**src/rtl/apb_seq_pkg.sv**
```systemverilog
// apb_seq_pkg: shared state encoding, register offsets and command words for the APB DMA sequencer
package apb_seq_pkg;
  localparam logic [2:0] S_IDLE     = 3'd0;
  localparam logic [2:0] S_WR_ADDR  = 3'd1;
  localparam logic [2:0] S_WR_LEN   = 3'd2;
  localparam logic [2:0] S_WR_CTRL  = 3'd3;
  localparam logic [2:0] S_WAIT_IRQ = 3'd4;
  localparam logic [2:0] S_CLR_IRQ  = 3'd5;
  localparam logic [5:0] ADDR_REG_OFS = 6'h00;
  localparam logic [5:0] LEN_REG_OFS  = 6'h04;
  localparam logic [5:0] CTRL_REG_OFS = 6'h08;
  localparam logic [5:0] STAT_REG_OFS = 6'h0C;
  localparam logic [31:0] CTRL_START = 32'h1;
  localparam logic [31:0] STAT_CLR   = 32'h1;
  function automatic logic is_wr_state(input logic [2:0] s);
    return s == S_WR_ADDR || s == S_WR_LEN || s == S_WR_CTRL || s == S_CLR_IRQ;
  endfunction
endpackage

```
**src/rtl/apb_write_xfer.sv**
```systemverilog
// apb_write_xfer: single APB write engine (SETUP then ACCESS held until pready)
module apb_write_xfer (
  input  logic        clk,
  input  logic        rst,
  input  logic        start_i,
  input  logic [31:0] addr_i,
  input  logic [31:0] data_i,
  output logic [31:0] paddr_o,
  output logic [31:0] pwdata_o,
  output logic        psel_o,
  output logic        penable_o,
  output logic        pwrite_o,
  input  logic        pready_i,
  input  logic        pslverr_i,
  output logic        xfer_done_o,
  output logic        xfer_err_o
);
  logic        psel_q, penable_q;
  logic [31:0] paddr_q, pwdata_q;
  assign xfer_done_o = psel_q & penable_q & pready_i;
  assign xfer_err_o  = xfer_done_o & pslverr_i;
  assign psel_o      = psel_q;
  assign penable_o   = penable_q;
  assign pwrite_o    = psel_q;
  assign paddr_o     = paddr_q;
  assign pwdata_o    = pwdata_q;
  // A start may coincide with the previous access completing, so it wins to keep writes back-to-back
  always_ff @(posedge clk)
    if (rst) begin
      psel_q    <= 1'b0;
      penable_q <= 1'b0;
      paddr_q   <= '0;
      pwdata_q  <= '0;
    end else if (start_i) begin
      psel_q    <= 1'b1;
      penable_q <= 1'b0;
      paddr_q   <= addr_i;
      pwdata_q  <= data_i;
    end else if (psel_q & ~penable_q) begin
      penable_q <= 1'b1;
    end else if (xfer_done_o) begin
      psel_q    <= 1'b0;
      penable_q <= 1'b0;
    end
endmodule

```
**src/rtl/apb_dma_sequencer.sv**
```systemverilog
// apb_dma_sequencer: programs one DMA channel over APB for each descriptor and waits for its completion irq
module apb_dma_sequencer import apb_seq_pkg::*; #(
  parameter int          AddrBits      = 32,
  parameter int          LengthBits    = 12,
  parameter logic [5:0]  AddrRegOfs    = ADDR_REG_OFS,
  parameter logic [5:0]  LenRegOfs     = LEN_REG_OFS,
  parameter logic [5:0]  CtrlRegOfs    = CTRL_REG_OFS,
  parameter logic [5:0]  StatRegOfs    = STAT_REG_OFS,
  parameter int unsigned TimeoutCycles = 65535,
  parameter int          CountBits     = 16
) (
  input  logic                  clk,
  input  logic                  rst,
  input  logic                  desc_valid,
  output logic                  desc_ready,
  input  logic [AddrBits-1:0]   desc_addr,
  input  logic [LengthBits-1:0] desc_len,
  input  logic                  desc_last,
  output logic [31:0]           mst_paddr,
  output logic                  mst_pwrite,
  output logic [31:0]           mst_pwdata,
  output logic                  mst_psel,
  output logic                  mst_penable,
  input  logic                  mst_pready,
  input  logic                  mst_pslverr,
  input  logic                  irq,
  output logic                  busy,
  output logic                  done,
  output logic                  err,
  output logic [CountBits-1:0]  desc_count
);
  logic [2:0]            state_q, state_d;
  logic [LengthBits-1:0] len_q;
  logic                  last_q, err_q, done_q;
  logic [CountBits-1:0]  count_q;
  logic [31:0]           tmo_q;
  logic                  accept, skip, complete, timeout, xfer_done, xfer_err, start;
  logic [5:0]            ofs;
  logic [31:0]           wdata;
  assign accept     = desc_valid & desc_ready;
  assign skip       = accept & (desc_len == '0);
  assign complete   = (state_q == S_CLR_IRQ) & xfer_done & ~xfer_err;
  assign timeout    = (TimeoutCycles != 0) && (tmo_q + 32'd1 == 32'(TimeoutCycles));
  assign desc_ready = (state_q == S_IDLE) & ~rst;
  assign busy       = state_q != S_IDLE;
  assign done       = done_q;
  assign err        = err_q;
  assign desc_count = count_q;
  // Sequence ADDR -> LEN -> CTRL -> wait for irq -> clear; a slave error abandons the descriptor
  always_comb begin
    state_d = state_q;
    case (state_q)
      S_IDLE:     state_d = (accept && !skip) ? S_WR_ADDR : S_IDLE;
      S_WR_ADDR:  state_d = xfer_err ? S_IDLE : xfer_done ? S_WR_LEN : S_WR_ADDR;
      S_WR_LEN:   state_d = xfer_err ? S_IDLE : xfer_done ? S_WR_CTRL : S_WR_LEN;
      S_WR_CTRL:  state_d = xfer_err ? S_IDLE : xfer_done ? S_WAIT_IRQ : S_WR_CTRL;
      S_WAIT_IRQ: state_d = (irq || timeout) ? S_CLR_IRQ : S_WAIT_IRQ;
      S_CLR_IRQ:  state_d = xfer_done ? S_IDLE : S_CLR_IRQ;
      default:    state_d = S_IDLE;
    endcase
  end
  // Launch a write on every entry into a write state; the address write takes the descriptor straight off the input
  always_comb begin
    start = is_wr_state(state_d) && (state_d != state_q);
    ofs   = state_d == S_WR_ADDR ? AddrRegOfs : state_d == S_WR_LEN ? LenRegOfs :
            state_d == S_WR_CTRL ? CtrlRegOfs : StatRegOfs;
    wdata = state_d == S_WR_ADDR ? 32'(desc_addr) : state_d == S_WR_LEN ? 32'(len_q) :
            state_d == S_WR_CTRL ? CTRL_START : STAT_CLR;
  end
  apb_write_xfer u_xfer (
    .clk         (clk),
    .rst         (rst),
    .start_i     (start),
    .addr_i      ({26'b0, ofs}),
    .data_i      (wdata),
    .paddr_o     (mst_paddr),
    .pwdata_o    (mst_pwdata),
    .psel_o      (mst_psel),
    .penable_o   (mst_penable),
    .pwrite_o    (mst_pwrite),
    .pready_i    (mst_pready),
    .pslverr_i   (mst_pslverr),
    .xfer_done_o (xfer_done),
    .xfer_err_o  (xfer_err)
  );
  // State, descriptor capture, irq timeout, sticky error and completion bookkeeping
  always_ff @(posedge clk)
    if (rst) begin
      state_q <= S_IDLE;
      len_q   <= '0;
      last_q  <= 1'b0;
      err_q   <= 1'b0;
      done_q  <= 1'b0;
      count_q <= '0;
      tmo_q   <= '0;
    end else begin
      state_q <= state_d;
      if (accept) begin
        len_q  <= desc_len;
        last_q <= desc_last;
      end
      tmo_q   <= (state_q == S_WAIT_IRQ) ? tmo_q + 32'd1 : '0;
      err_q   <= err_q | xfer_err | ((state_q == S_WAIT_IRQ) & ~irq & timeout);
      count_q <= count_q + CountBits'(complete | skip);
      done_q  <= (complete & last_q) | (skip & desc_last);
    end
endmodule

```
**config.mk**
```make
export PLATFORM = sky130hd
export DESIGN_NAME = apb_dma_sequencer
export DESIGN_NICKNAME = d
export VERILOG_FILES = /design/src/rtl/apb_seq_pkg.sv /design/src/rtl/apb_write_xfer.sv /design/src/rtl/apb_dma_sequencer.sv
export SDC_FILE = /design/constraint.sdc
export NUM_CORES = 1
export LEC_CHECK = 0
export ABC_AREA = 1
export BUFFER_PORTS_ARGS = -buffer_cell sky130_fd_sc_hd__clkbuf_2
export CAP_MARGIN = 10
export CORE_ASPECT_RATIO = 0.9
export CORE_UTILIZATION = 30
export DETAILED_ROUTE_END_ITERATION = 6
export SYNTH_ARGS = -nofsm -noshare
export SYNTH_HDL_FRONTEND = slang
export SYNTH_SLANG_ARGS = --single-unit
```
**constraint.sdc**
```tcl
create_clock -name clk -period 3.5 [get_ports clk]
set_input_delay 0.35 -clock clk [delete_from_list [all_inputs] [get_ports clk]]
set_output_delay 0.35 -clock clk [all_outputs]
set_load 0.02 [all_outputs]
```
### Word-level counts from Yosys, hierarchy flattened

Index checks and enable logic that the tools add are counted.

* flip-flop bits (word level): 106
* input bits: 51
* logic and storage cells: 81

* reduce and logical (&&, ||, !) cells: 15
* $add $sub $neg: 2
* bitwise logic cells: 22
* mux-type cells: 19
* equal/unequal tests: 12

Operators with widths (number)
* $add 32x1->32 const B: 1
* $eq 32x16->1 const B: 1
* $mux 32: 1
* $pmux 3 s6: 1
* $add 16x1->16: 1
* $and 1x1->1: 13
* $eq 3x2->1 const B: 4
* $logic_not 12->1: 1
* $mux 12: 1
* $mux 3: 4
* $eq 3x3->1 const B: 3
* $mux 4: 2
* $mux 1: 7
* $eq 3x1->1 const B: 2
* $mux 2: 3
* $not 1->1: 5
* $logic_or 1x1->1: 4
* $or 1x1->1: 4
* $reduce_bool 2->1: 2
* $reduce_or 2->1: 2
* $logic_not 3->1: 1
* $ne 3x3->1: 1
* $reduce_bool 3->1: 1
* $logic_and 1x1->1: 2
* 3 further kinds: 3

### Logic depth before layout (Yosys ltp)

Gate-level depths: netlist (run 1).

* depth after elaboration: 15
* mapped depth: 22
* gate-level depth less buffers: 21

### Modules after synthesis

Synthesis (run 1) repeated with hierarchy kept, for this count alone.

* cells, all modules: 880
* area, all modules: 6003.3 um^2

By module, submodules not included
* apb_dma_sequencer: area each 3679.8 um^2, cells an instance 590, instances 1, sequential area each 1321.3 um^2
* apb_write_xfer: area each 2323.5 um^2, cells an instance 290, instances 1, sequential area each 1321.3 um^2

### Least setup slack after synthesis (run 1)

Ideal clock, no wire load.

* path type: register to register
* start: reg state_q[0]
* end: reg count_q[14] (netlist: desc_count[14])
* setup time: 0.132 ns
* cell stages (with the launch flop): 19
* clock period less this slack: 3.318 ns
* arrival time: 3.186 ns
* path buffers: 1
* setup slack: 0.182 ns
* cells stage by stage: dfxtp_1 -> nor2_1 -> nand2_1 -> nor2_1 -> nand2_1 -> clkbuf_1 -> o21ai_0 -> ha_1 -> ha_1 -> nand2_1 -> nor2_1 -> inv_1 -> nor2_1 -> nand2_1 -> nor4_1 -> nand2_1 -> nor4_1 -> and3_1 -> nor3_1

* longest elaborated chain between the ends: 6
* elaborated cells between the ends (all ways): 9

Ends and longest elaborated chain
* from (decl): RTL line apb_dma_sequencer.sv:32 `logic [2:0] state_q, state_d;`
* from (signal assigned): RTL line apb_dma_sequencer.sv:97 `state_q <= state_d;`
* $logic_not 3->1: RTL line apb_dma_sequencer.sv:44 `assign desc_ready = (state_q == S_IDLE) & ~rst;`
* $and 1x1->1: RTL line apb_dma_sequencer.sv:44
* via desc_ready: RTL line apb_dma_sequencer.sv:15 `output logic desc_ready,`
* $and 1x1->1: RTL line apb_dma_sequencer.sv:40 `assign accept = desc_valid & desc_ready;`
* $and 1x1->1: RTL line apb_dma_sequencer.sv:41 `assign skip = accept & (desc_len == '0);`
* $or 1x1->1: RTL line apb_dma_sequencer.sv:104 `count_q <= count_q + CountBits'(complete | skip);`
* $add 16x1->16: RTL line apb_dma_sequencer.sv:104
* to (signal assigned): RTL line apb_dma_sequencer.sv:104
* to (decl): RTL line apb_dma_sequencer.sv:35 `logic [CountBits-1:0] count_q;`

The timed path passes the listed nets, and every way through them passes these cells.
A chain may end at the register's enable or synchronous reset.

### Worst setup path in the final report (run 1)

* start: reg state_q[0]
* end: reg count_q[14] (netlist: desc_count[14])

* longest elaborated chain between the ends: 6
* elaborated cells between the ends (all ways): 9

Ends and longest elaborated chain (RTL line)
* $logic_not 3->1: apb_dma_sequencer.sv:44
* $and 1x1->1: apb_dma_sequencer.sv:44
* $and 1x1->1: apb_dma_sequencer.sv:40
* $and 1x1->1: apb_dma_sequencer.sv:41
* $or 1x1->1 *: apb_dma_sequencer.sv:104
* $add 16x1->16 *: apb_dma_sequencer.sv:104

Mark *: on every way between the ends. The rest lies on a longest branch, timed or not.

==> results of run 1 <==
-- final cells by class --
cell class	instances	area (µm²)
clock buffers	9	225
well taps	235	294
fillers	1899	10800
flip-flops and latches	102	2040
clock inverters	7	80.1
inverters	83	312
multi-input cells	610	2730
repair buffers	117	636
-- flip-flops by register name, indices dropped and copies added, names as in the netlist --
name	flops
desc_count	16
len_q	12
err	1
u_xfer.paddr_o	2
u_xfer.penable_o	1
done	1
last_q	1
tmo_q	32
u_xfer.psel_o	1
state_q	3
u_xfer.pwdata_o	32
-- metal layers --
metal  up-vias  global-route usage (%)
met1      2254                    19.3
met4         0                    5.19
met2       145                    22.2
met3         9                    4.32
li1       2740                       -
met5         -                       0
-- worst paths after layout --
check | startpoint | to | slack, ns | depth (start not counted)
worst max-delay path | state_q[0] | desc_count[14] | 0.57 | 18
worst min-delay path | desc_last | last_q | 0.24 | 3
worst max register to register | state_q[0] | desc_count[14] | 0.57 | 18
worst min register to register | len_q[5] | len_q[5] | 0.46 | 2
-- power groups by stage --
stage / clock, mW / combinational [mW] / sequential, mW
floorplan: 0 / 0.248 / 1.31
global placement: 0 / 0.386 / 1.26
detailed placement: 0 / 0.386 / 1.26
CTS: 1.09 / 0.387 / 1.23
global route: 1.12 / 0.434 / 1.24
finish: 1.05 / 0.384 / 1.23
-- tightest hold or removal path, delay by kind of cell --
family | cells | cell delay [ns]
AOI/OAI and AO/OA | 1 | 0.07
buffers and inverters | 1 | 0.08
and+or+nand+nor | 1 | 0.06
-- cells in the final DEF (no fill, tap or decap), types with 5 or more instances in the layout --
master     count
nand2_1      235
nor2_1       130
clkbuf_2     107
dfxtp_1      102
inv_1         81
a21oi_1       67
nand3_1       40
o21ai_0       38
conb_1        30
nand3b_1      14
clkbuf_16      9
buf_4          8
nor2_2         7
nor3_1         7
nand4_1        6
nor4_1         5
nand2_2        5
-- through the flow --
stage	setup WS [ns]	power [mW]	util [%]	hold slack (ns)
after floorplan	0.182	1.55	-	0.425
after global placement	0.571	1.65	35.1	0.448
after detailed placement	0.468	1.65	35.1	0.449
after CTS	0.487	2.71	36.9	0.215
after global routing	0.0313	2.79	36.9	0.243
final	0.573	2.66	36.9	0.238
-- kinds of logic after synthesis --
kind of cell	after synthesis	share of synthesized area, %
AOI/OAI and AO/OA	116	11.3
adders and majority gates	4	0.940
DFF	102	38.4
and+or+nand+nor	458	36.5
xor gates and xnor gates	2	0.329
other	1	0.0705
buffers and inverters	140	12.5
==> impl_metrics.toml, run 1 <==
[min_path]
hold_class = "in -> reg"

[clock_network]
cts_hold_buffers = 0
cts_made_buffers = 9
clock_sinks = 102
clockBufferDepth = 2
post_cts_resized = 0
cts_root_buf = "clkbuf_16"
cts_tree = "done"
insertion_delay_ns = 0.36
post-cts-setup-buffer-count = 0
clk_pin_slew_ns = 0.08
htree_levels = 3

[worst_setup_path]
crit_path_start_kind = "flip-flop"
critPathMaxStageDelay_ns = 0.36
required_ns = 3.74
critical_path_peak_fanout = 6
path_class = "reg -> reg"
crit_family = "simple AND/OR/NAND/NOR gates"
arrival_ns = 3.17
crit_chain = "nor2_1 -> nand2_1 -> nor2_1 -> nand2_1 -> o21ai_0 -> ha_1 -> ha_1 -> nand2_1 -> nor2_1 -> inv_1 -> nor2_1 -> nand2_1 -> nor4_1 -> buf_4 -> nand2_1 -> nor4_1 -> and3_1 -> nor3_1"
cpMostUsedCell = "nand2_1"
path_buf_inv = 2
critPathCaptureType = "flip-flop"
crit_slowest_cell = "dfxtp_1"

[routing]
first_pass_iters = 4
via_per_inst = 4.43
met2WireLength_mm = 5.50
met3_wirelength_um = 790
wl_mm = 12.8
vias = 5148
routedLengthMet1_mm = 6.31
wire_per_inst_um = 11.0
drc = 0
top_layer = "met4"
drt_iter0_drc = 307
drtAntennaViolNets = 0

[yosys]
yosysTopAreaCell = "dfxtp_1"
ys_top_cells_by_area = "dfxtp_1 (38%), nand2_1 (17%), nor2_1 (9.2%)"
yosysSeqAreaShare_pct = 38.4
postSynthAreaPerCell_um2 = 6.47
synth.top_cell.area_share_pct = 38.4
netlist_instances = 823
synth_edf_count = 0
synth-async-reset-ratio_pct = 0
synth_area_um2 = 5320
synth_top_cells_by_count = "nand2_1 (235), nor2_1 (131), dfxtp_1 (102)"
ys.flop_type = "dfxtp_1"
ys_ff_latch = 102
yosysMostFrequentCell = "nand2_1"
synth_warnings = 0
synth_cell_types = 35

[cells_and_area]
stdcell_area_um2 = 6320
diodes = 0
drive_gt1_share_pct = 16.7
nets = 978
stdcell_count = 1163
synthToLayoutAreaGrowth_pct = 18.7

[placed_design]
gp_congestion = 0.833
dpl-instance-area_um2 = 6010
hpwl_mm = 9.35
dp_cells = 1147
port_buffers = 107

[grt]
grt_pass1_vias = 4537
grt_pass1_wl_mm = 21.2
antenna_found_initial = 0
grt_overflow = 0
track_usage_pct = 14.5
grt_max_degree = 47

[sta]
max_freq_mhz = 342
worst_slew_margin_rel_pct = 58.0
finalSetupTns_ns = 0
hold_viol = 0
finalCritPeriodShare_pct = 83.6
setup_viol = 0
tightest_slew_ns = 0.626
rsz0062_at_grt = "no"
fin_worst_skew_ns = 0.0104
slew_viol_final = 0
fin_crit_ns = 2.93

[pwr]
swShare_pct = 28.6
power.internal_mw = 1.90
p_leak_nw = 2.71
power_density_nw_per_um2 = 422
seqPwrFrac_pct = 46.3
pwr-share-clk_pct = 39.3
combPwrFrac_pct = 14.4
ir_drop_mv = 0.221
p_switching_mw = 0.762

[status]
status = "completed"

[die]
die_w_um = 142
ioPinCount = 138
die_area_um2 = 18300
die-height_um = 128
core_area_um2 = 17100
placementRows = 45
start_util_pct = 31.1

[run]
drv_cap = 0
(Power assumes the default switching activity.)
==> inputs of run 2 (changes only) <==
==> constraint.sdc (replaced) <==
create_clock -name clk -period 2.7 [get_ports clk]
set_input_delay 0.27 -clock clk [delete_from_list [all_inputs] [get_ports clk]]
set_output_delay 0.27 -clock clk [all_outputs]
set_load 0.02 [all_outputs]
==> impl_metrics.toml, run 2 (same netlist as run 1, synthesis figures left out) <==
[status]
status = "completed"

[worst_setup_path]
required_ns = 2.94
crit_chain = "nor2_4 -> nand2_4 -> nor2_4 -> nand2_2 -> o21ai_2 -> ha_4 -> ha_4 -> nand2_2 -> nor2_2 -> inv_1 -> nor2_2 -> nand2_2 -> nor4_4 -> nand2_2 -> nor4_4 -> and3_1 -> nor3_2"
path_class = "reg -> reg"
crit_family = "simple AND/OR/NAND/NOR gates"
cpMostUsedCell = "nand2_2"
critical_path_peak_fanout = 3
arrival_ns = 2.85
critPathCaptureType = "flip-flop"
critPathMaxStageDelay_ns = 0.35
crit_path_start_kind = "flip-flop"
path_buf_inv = 1
crit_slowest_cell = "dfxtp_4"

[grt]
track_usage_pct = 14.8
antenna_found_initial = 1
grt_max_degree = 60
grt_overflow = 0
grt_pass1_vias = 4556
grt_pass1_wl_mm = 21.7

[min_path]
hold_class = "in -> reg"

[pwr]
ir_drop_mv = 0.308
power.total_mw = 3.58
p_leak_nw = 3.04
power_density_nw_per_um2 = 509

[sta]
fin_crit_ns = 2.61
rsz0062_at_grt = "yes"
max_freq_mhz = 384
hold_viol = 0
tightest_slew_ns = 0.925
fin_worst_skew_ns = 0.0102
worst_slew_margin_rel_pct = 38.3
finalCritPeriodShare_pct = 96.5
setup_viol = 0
worst_slack_ns = 0.0948
slew_viol_final = 0

[die]
start_util_pct = 31.1
ioPinCount = 138
placementRows = 45
core_area_um2 = 17100
die_w_um = 142
die-height_um = 128
die_area_um2 = 18300

[clock_network]
cts_root_buf = "clkbuf_16"
clock_sinks = 102
cts_hold_buffers = 0
clockBufferDepth = 2
clk_pin_slew_ns = 0.08
insertion_delay_ns = 0.35
htree_levels = 3
cts_made_buffers = 9
cts_tree = "done"

[cells_and_area]
final_core_util_pct = 41.1
stdcell_count = 1202
diodes = 0
nets = 1017
layout_commonest_cell = "nand2_1"
drive_gt1_share_pct = 27.2
layout_common_cells = "nand2_1 (221), nor2_1 (108), clkbuf_2 (107)"
synthToLayoutAreaGrowth_pct = 32.1

[placed_design]
gp_congestion = 0.845
dp_cells = 1170
port_buffers = 107
place_ws_ns = -0.0676
hpwl_mm = 9.66

[routing]
wire_per_inst_um = 11.8
wl_mm = 14.1
via_per_inst = 4.44
drtAntennaViolNets = 0
drt_iter0_drc = 328
vias = 5334
drc = 0
first_pass_iters = 6

[run]
drv_cap = 0
## run 2: report_power, final
part / internal, mW / leakage [nW] / switching, mW
Combinational: 0.224 / 2.05 / 0.380
Sequential: 1.57 / 0.836 / 0.0314
Clock: 0.741 / 0.154 / 0.636
## run 2: final cells by class
type                       instances  area [µm²]
clock buffer                       9         225
clock inverter                     7        87.6
fill                            1884       10100
inverter                          83         312
multi-input combinational        613        3070
sequential                       102        2060
tap                              235         294
timing repair buffer             153         982
## run 2: tightest hold or removal path, delay by kind of cell
kind,cells,cell delay (ns)
simple gates,1,0.06
compound gates,1,0.06
buf+inv,1,0.08
## run 2: metrics by stage
stage / area (µm²) / setup TNS (ns) / hold slack (ns)
after floorplan: 5510 / -0.395 / 0.389
after global placement: 6260 / -0.0349 / 0.444
after detailed placement: 6260 / -0.101 / 0.446
after CTS: 6580 / 0 / 0.136
after global routing: 7030 / -0.393 / 0.152
final: 7030 / 0 / 0.155
## run 2: final timing paths
check | cells past startpoint | slack, ns | from | endpoint
worst max-delay path | 17 | 0.09 | state_q[1] | desc_count[14]
worst min-delay path | 3 | 0.15 | desc_last | last_q
worst max register to register | 17 | 0.09 | state_q[1] | desc_count[14]
worst min register to register | 2 | 0.45 | len_q[9] | len_q[9]
## run 2: per-layer routing
metal / track usage [%] / share of wire [%]
met1: 20.4 / 50
met3: 3.87 / 5.3
met5: 0 / 0.092
met2: 22.5 / 43
met4: 4.81 / 1.4
## run 2: what timing repair did
action,in CTS,in global routing
pin swaps,1,43
gates resized for setup,0,77
gates cloned,0,6
setup buffers,0,11
endpoints found under the setup margin,1,41
==> inputs of run 3 (changes only) <==
--- a/config.mk
+++ b/config.mk
@@ -13,4 +13,5 @@
 export DETAILED_ROUTE_END_ITERATION = 6
 export SYNTH_ARGS = -nofsm -noshare
 export SYNTH_HDL_FRONTEND = slang
+export SYNTH_HIERARCHICAL = 1
 export SYNTH_SLANG_ARGS = --single-unit
==> impl_metrics.toml, run 3 <==
[yosys]
ys_top_cells_by_area = "dfxtp_1 (44%), nand2_1 (18%), a21oi_1 (9.1%)"
synth_top_cells_by_count = "nand2_1 (280), dfxtp_1 (132), a21oi_1 (109), nor2_1 (109), inv_1 (87)"
postSynthAreaPerCell_um2 = 6.82
synth-async-reset-ratio_pct = 0
synth_edf_count = 0
yosysTopAreaCell = "dfxtp_1"
synth_cell_types = 35
netlist_instances = 880
yosysMostFrequentCell = "nand2_1"
synth_area_um2 = 6000
synth_warnings = 6
yosysSeqAreaShare_pct = 44.0
ys.flop_type = "dfxtp_1"
synth.top_cell.area_share_pct = 44.0
ys_ff_latch = 132

[pwr]
power.total_mw = 4.86
power_density_nw_per_um2 = 572
ir_drop_mv = 0.371
p_leak_nw = 3.69

[run]
drv_cap = 0

[sta]
worst_slack_ns = -0.0595
slew_viol_final = 0
max_freq_mhz = 362
finalCritPeriodShare_pct = 102
hold_viol = 0
rsz0062_at_grt = "yes"
fin_worst_skew_ns = 0.0145
whs_ns = 0.101
worst_slew_margin_rel_pct = 40.3
tightest_slew_ns = 0.895
fin_crit_ns = 2.76
setup_viol = 54

[status]
violations = "negative setup slack"
status = "finished, violations left"

[clock_network]
htree_levels = 4
clockBufferDepth = 2
cts_root_buf = "clkbuf_16"
clk_pin_slew_ns = 0.06
clock_sinks = 132
cts_made_buffers = 17
cts_tree = "done"
insertion_delay_ns = 0.42

[placed_design]
port_buffers = 137
gp_congestion = 0.843
dp_cells = 1308
hpwl_mm = 11.4
place_ws_ns = -0.113

[die]
die_w_um = 151
die_area_um2 = 20600
start_util_pct = 30.9
core_area_um2 = 19400
placementRows = 48
ioPinCount = 138
die-height_um = 136

[grt]
grt_pass1_vias = 5305
antenna_found_initial = 1
grt-busiest-layer = "met2"
grt_pass1_wl_mm = 25.7
use_met1_pct = 21.1
grt_overflow = 0
track_usage_pct = 16.0
grt_use_met2_pct = 24.3
grt_use_met3_pct = 5.03
grt_max_degree = 78

[min_path]
hold_class = "in -> reg"

[routing]
drtAntennaViolNets = 0
drc = 0
via_per_inst = 4.46
vias = 6075
wl_mm = 17.4
drt_iter0_drc = 276
wire_per_inst_um = 12.8
first_pass_iters = 5

[worst_setup_path]
crit_start = "tmo_q[1]"
crit_path_start_kind = "flip-flop"
critical_path_peak_fanout = 7
path_class = "reg -> reg"
r2r-end = "u_xfer/pwdata_o[26]"
reg2regPathDepth = 21
crit_end = "u_xfer/pwdata_o[26]"
arrival_ns = 3.10
crit-reg2reg-launch = "tmo_q[1]"
required_ns = 3.04
r2r_slack_ns = -0.06
critPathCaptureType = "flip-flop"

[cells_and_area]
synthToLayoutAreaGrowth_pct = 41.4
nets = 1155
layout_common_cells = "nand2_1 (253), clkbuf_2 (136), dfxtp_1 (121)"
diodes = 0
stdcell_count = 1363
drive_gt1_share_pct = 29.8
layout_commonest_cell = "nand2_1"
final_core_util_pct = 43.8
run 3: changes by cell type after synthesis, moves of 6 or more:
cell     before  now
o21ai_1       4   10
inv_1        81   87
a21oi_1      67  109
nand3_1      40   21
buf_4        33    8
nor2_1      131  109
nand2_1     235  280
dfxtp_1     102  132
o21ai_0      38   24
run 3: stage by stage:
| step | area [µm²] | setup TNS [ns] |
|---|---|---|
| 2_1_floorplan | 6170 | -0.0730 |
| 3_3_place_gp | 7340 | -0.0822 |
| 3_5_place_dp | 7340 | -2.08 |
| 4_1_cts | 7990 | -0.0135 |
| 5_1_grt | 8490 | -16.14 |
| 6_report | 8490 | -1.33 |
run 3: cells by family (layout without fill, tap and decap cells):
kind of cell,Yosys count,in the layout,synth area share [%]
buffers and inverters,124,328,9.13
AND/OR/NAND/NOR,458,458,31.7
flip-flops,132,132,44.0
AO/OA/AOI/OAI,154,154,13.3
adder cells (fa/ha/maj),4,4,0.834
other,1,30,0.0625
XOR/XNOR,7,7,1.02
run 3: where the power goes:
| part | leakage [nW] | switching [mW] | internal [mW] |
|---|---|---|---|
| combinational | 2.33 | 0.357 | 0.231 |
| sequential | 1.07 | 0.0308 | 2.01 |
| clock | 0.286 | 0.892 | 1.34 |
| total | 3.69 | 1.28 | 3.58 |
run 3: how the worst min path moves through the flow:
stage | start | end | slack [ns] | cells past startpoint
after CTS | desc_last | last_q | 0.07 | 3
final | desc_last | last_q | 0.10 | 3
after floorplan | desc_last | last_q | 0.40 | 2
after global placement | len_q[2] | len_q[2] | 0.44 | 2
after global routing | desc_last | last_q | 0.10 | 3
after detailed placement | len_q[1] | len_q[1] | 0.44 | 2
run 3: critical path: stages, from the launching register on:
cell and delay [ns]:
dfxtp_4 0.37, buf_6 0.10, nand2_2 0.06, nor2_4 0.17, nand2_2 0.10, nor2_4 0.23
nand2_1 0.09, nand2_1 0.08, nand2_1 0.05, nor2_1 0.09, nand2_1 0.10, nor2_1 0.11
nand3_1 0.09, nand2_1 0.09, nand2_2 0.07, nand3_2 0.07, nand2_2 0.06, a21oi_4 0.22
buf_12 0.19, clkbuf_16 0.18, nand2_4 0.05, a21oi_2 0.13
run 3: what timing repair did:
item,4_1_cts,5_1_grt
buffers inserted,5,9
hold buffers,0,0
endpoints found under the setup margin,65,72
cloned,0,9
gates resized for setup,15,78
pin swaps,7,42
run 3: metal layers:
metal	share of wire (%)	routed length (µm)
met5	0.063	11
met4	0.96	167
met3	6.3	1100
met2	43	7550
met1	49	8620
run 3: final cells by class:
class	count	area, µm²
repair buffers	206	1390
fillers	1972	10900
clock buffers	20	467
well taps	250	313
flip-flops and latches	132	2660
inverters	90	340
multi-input cells	653	3220
clock inverters	12	103
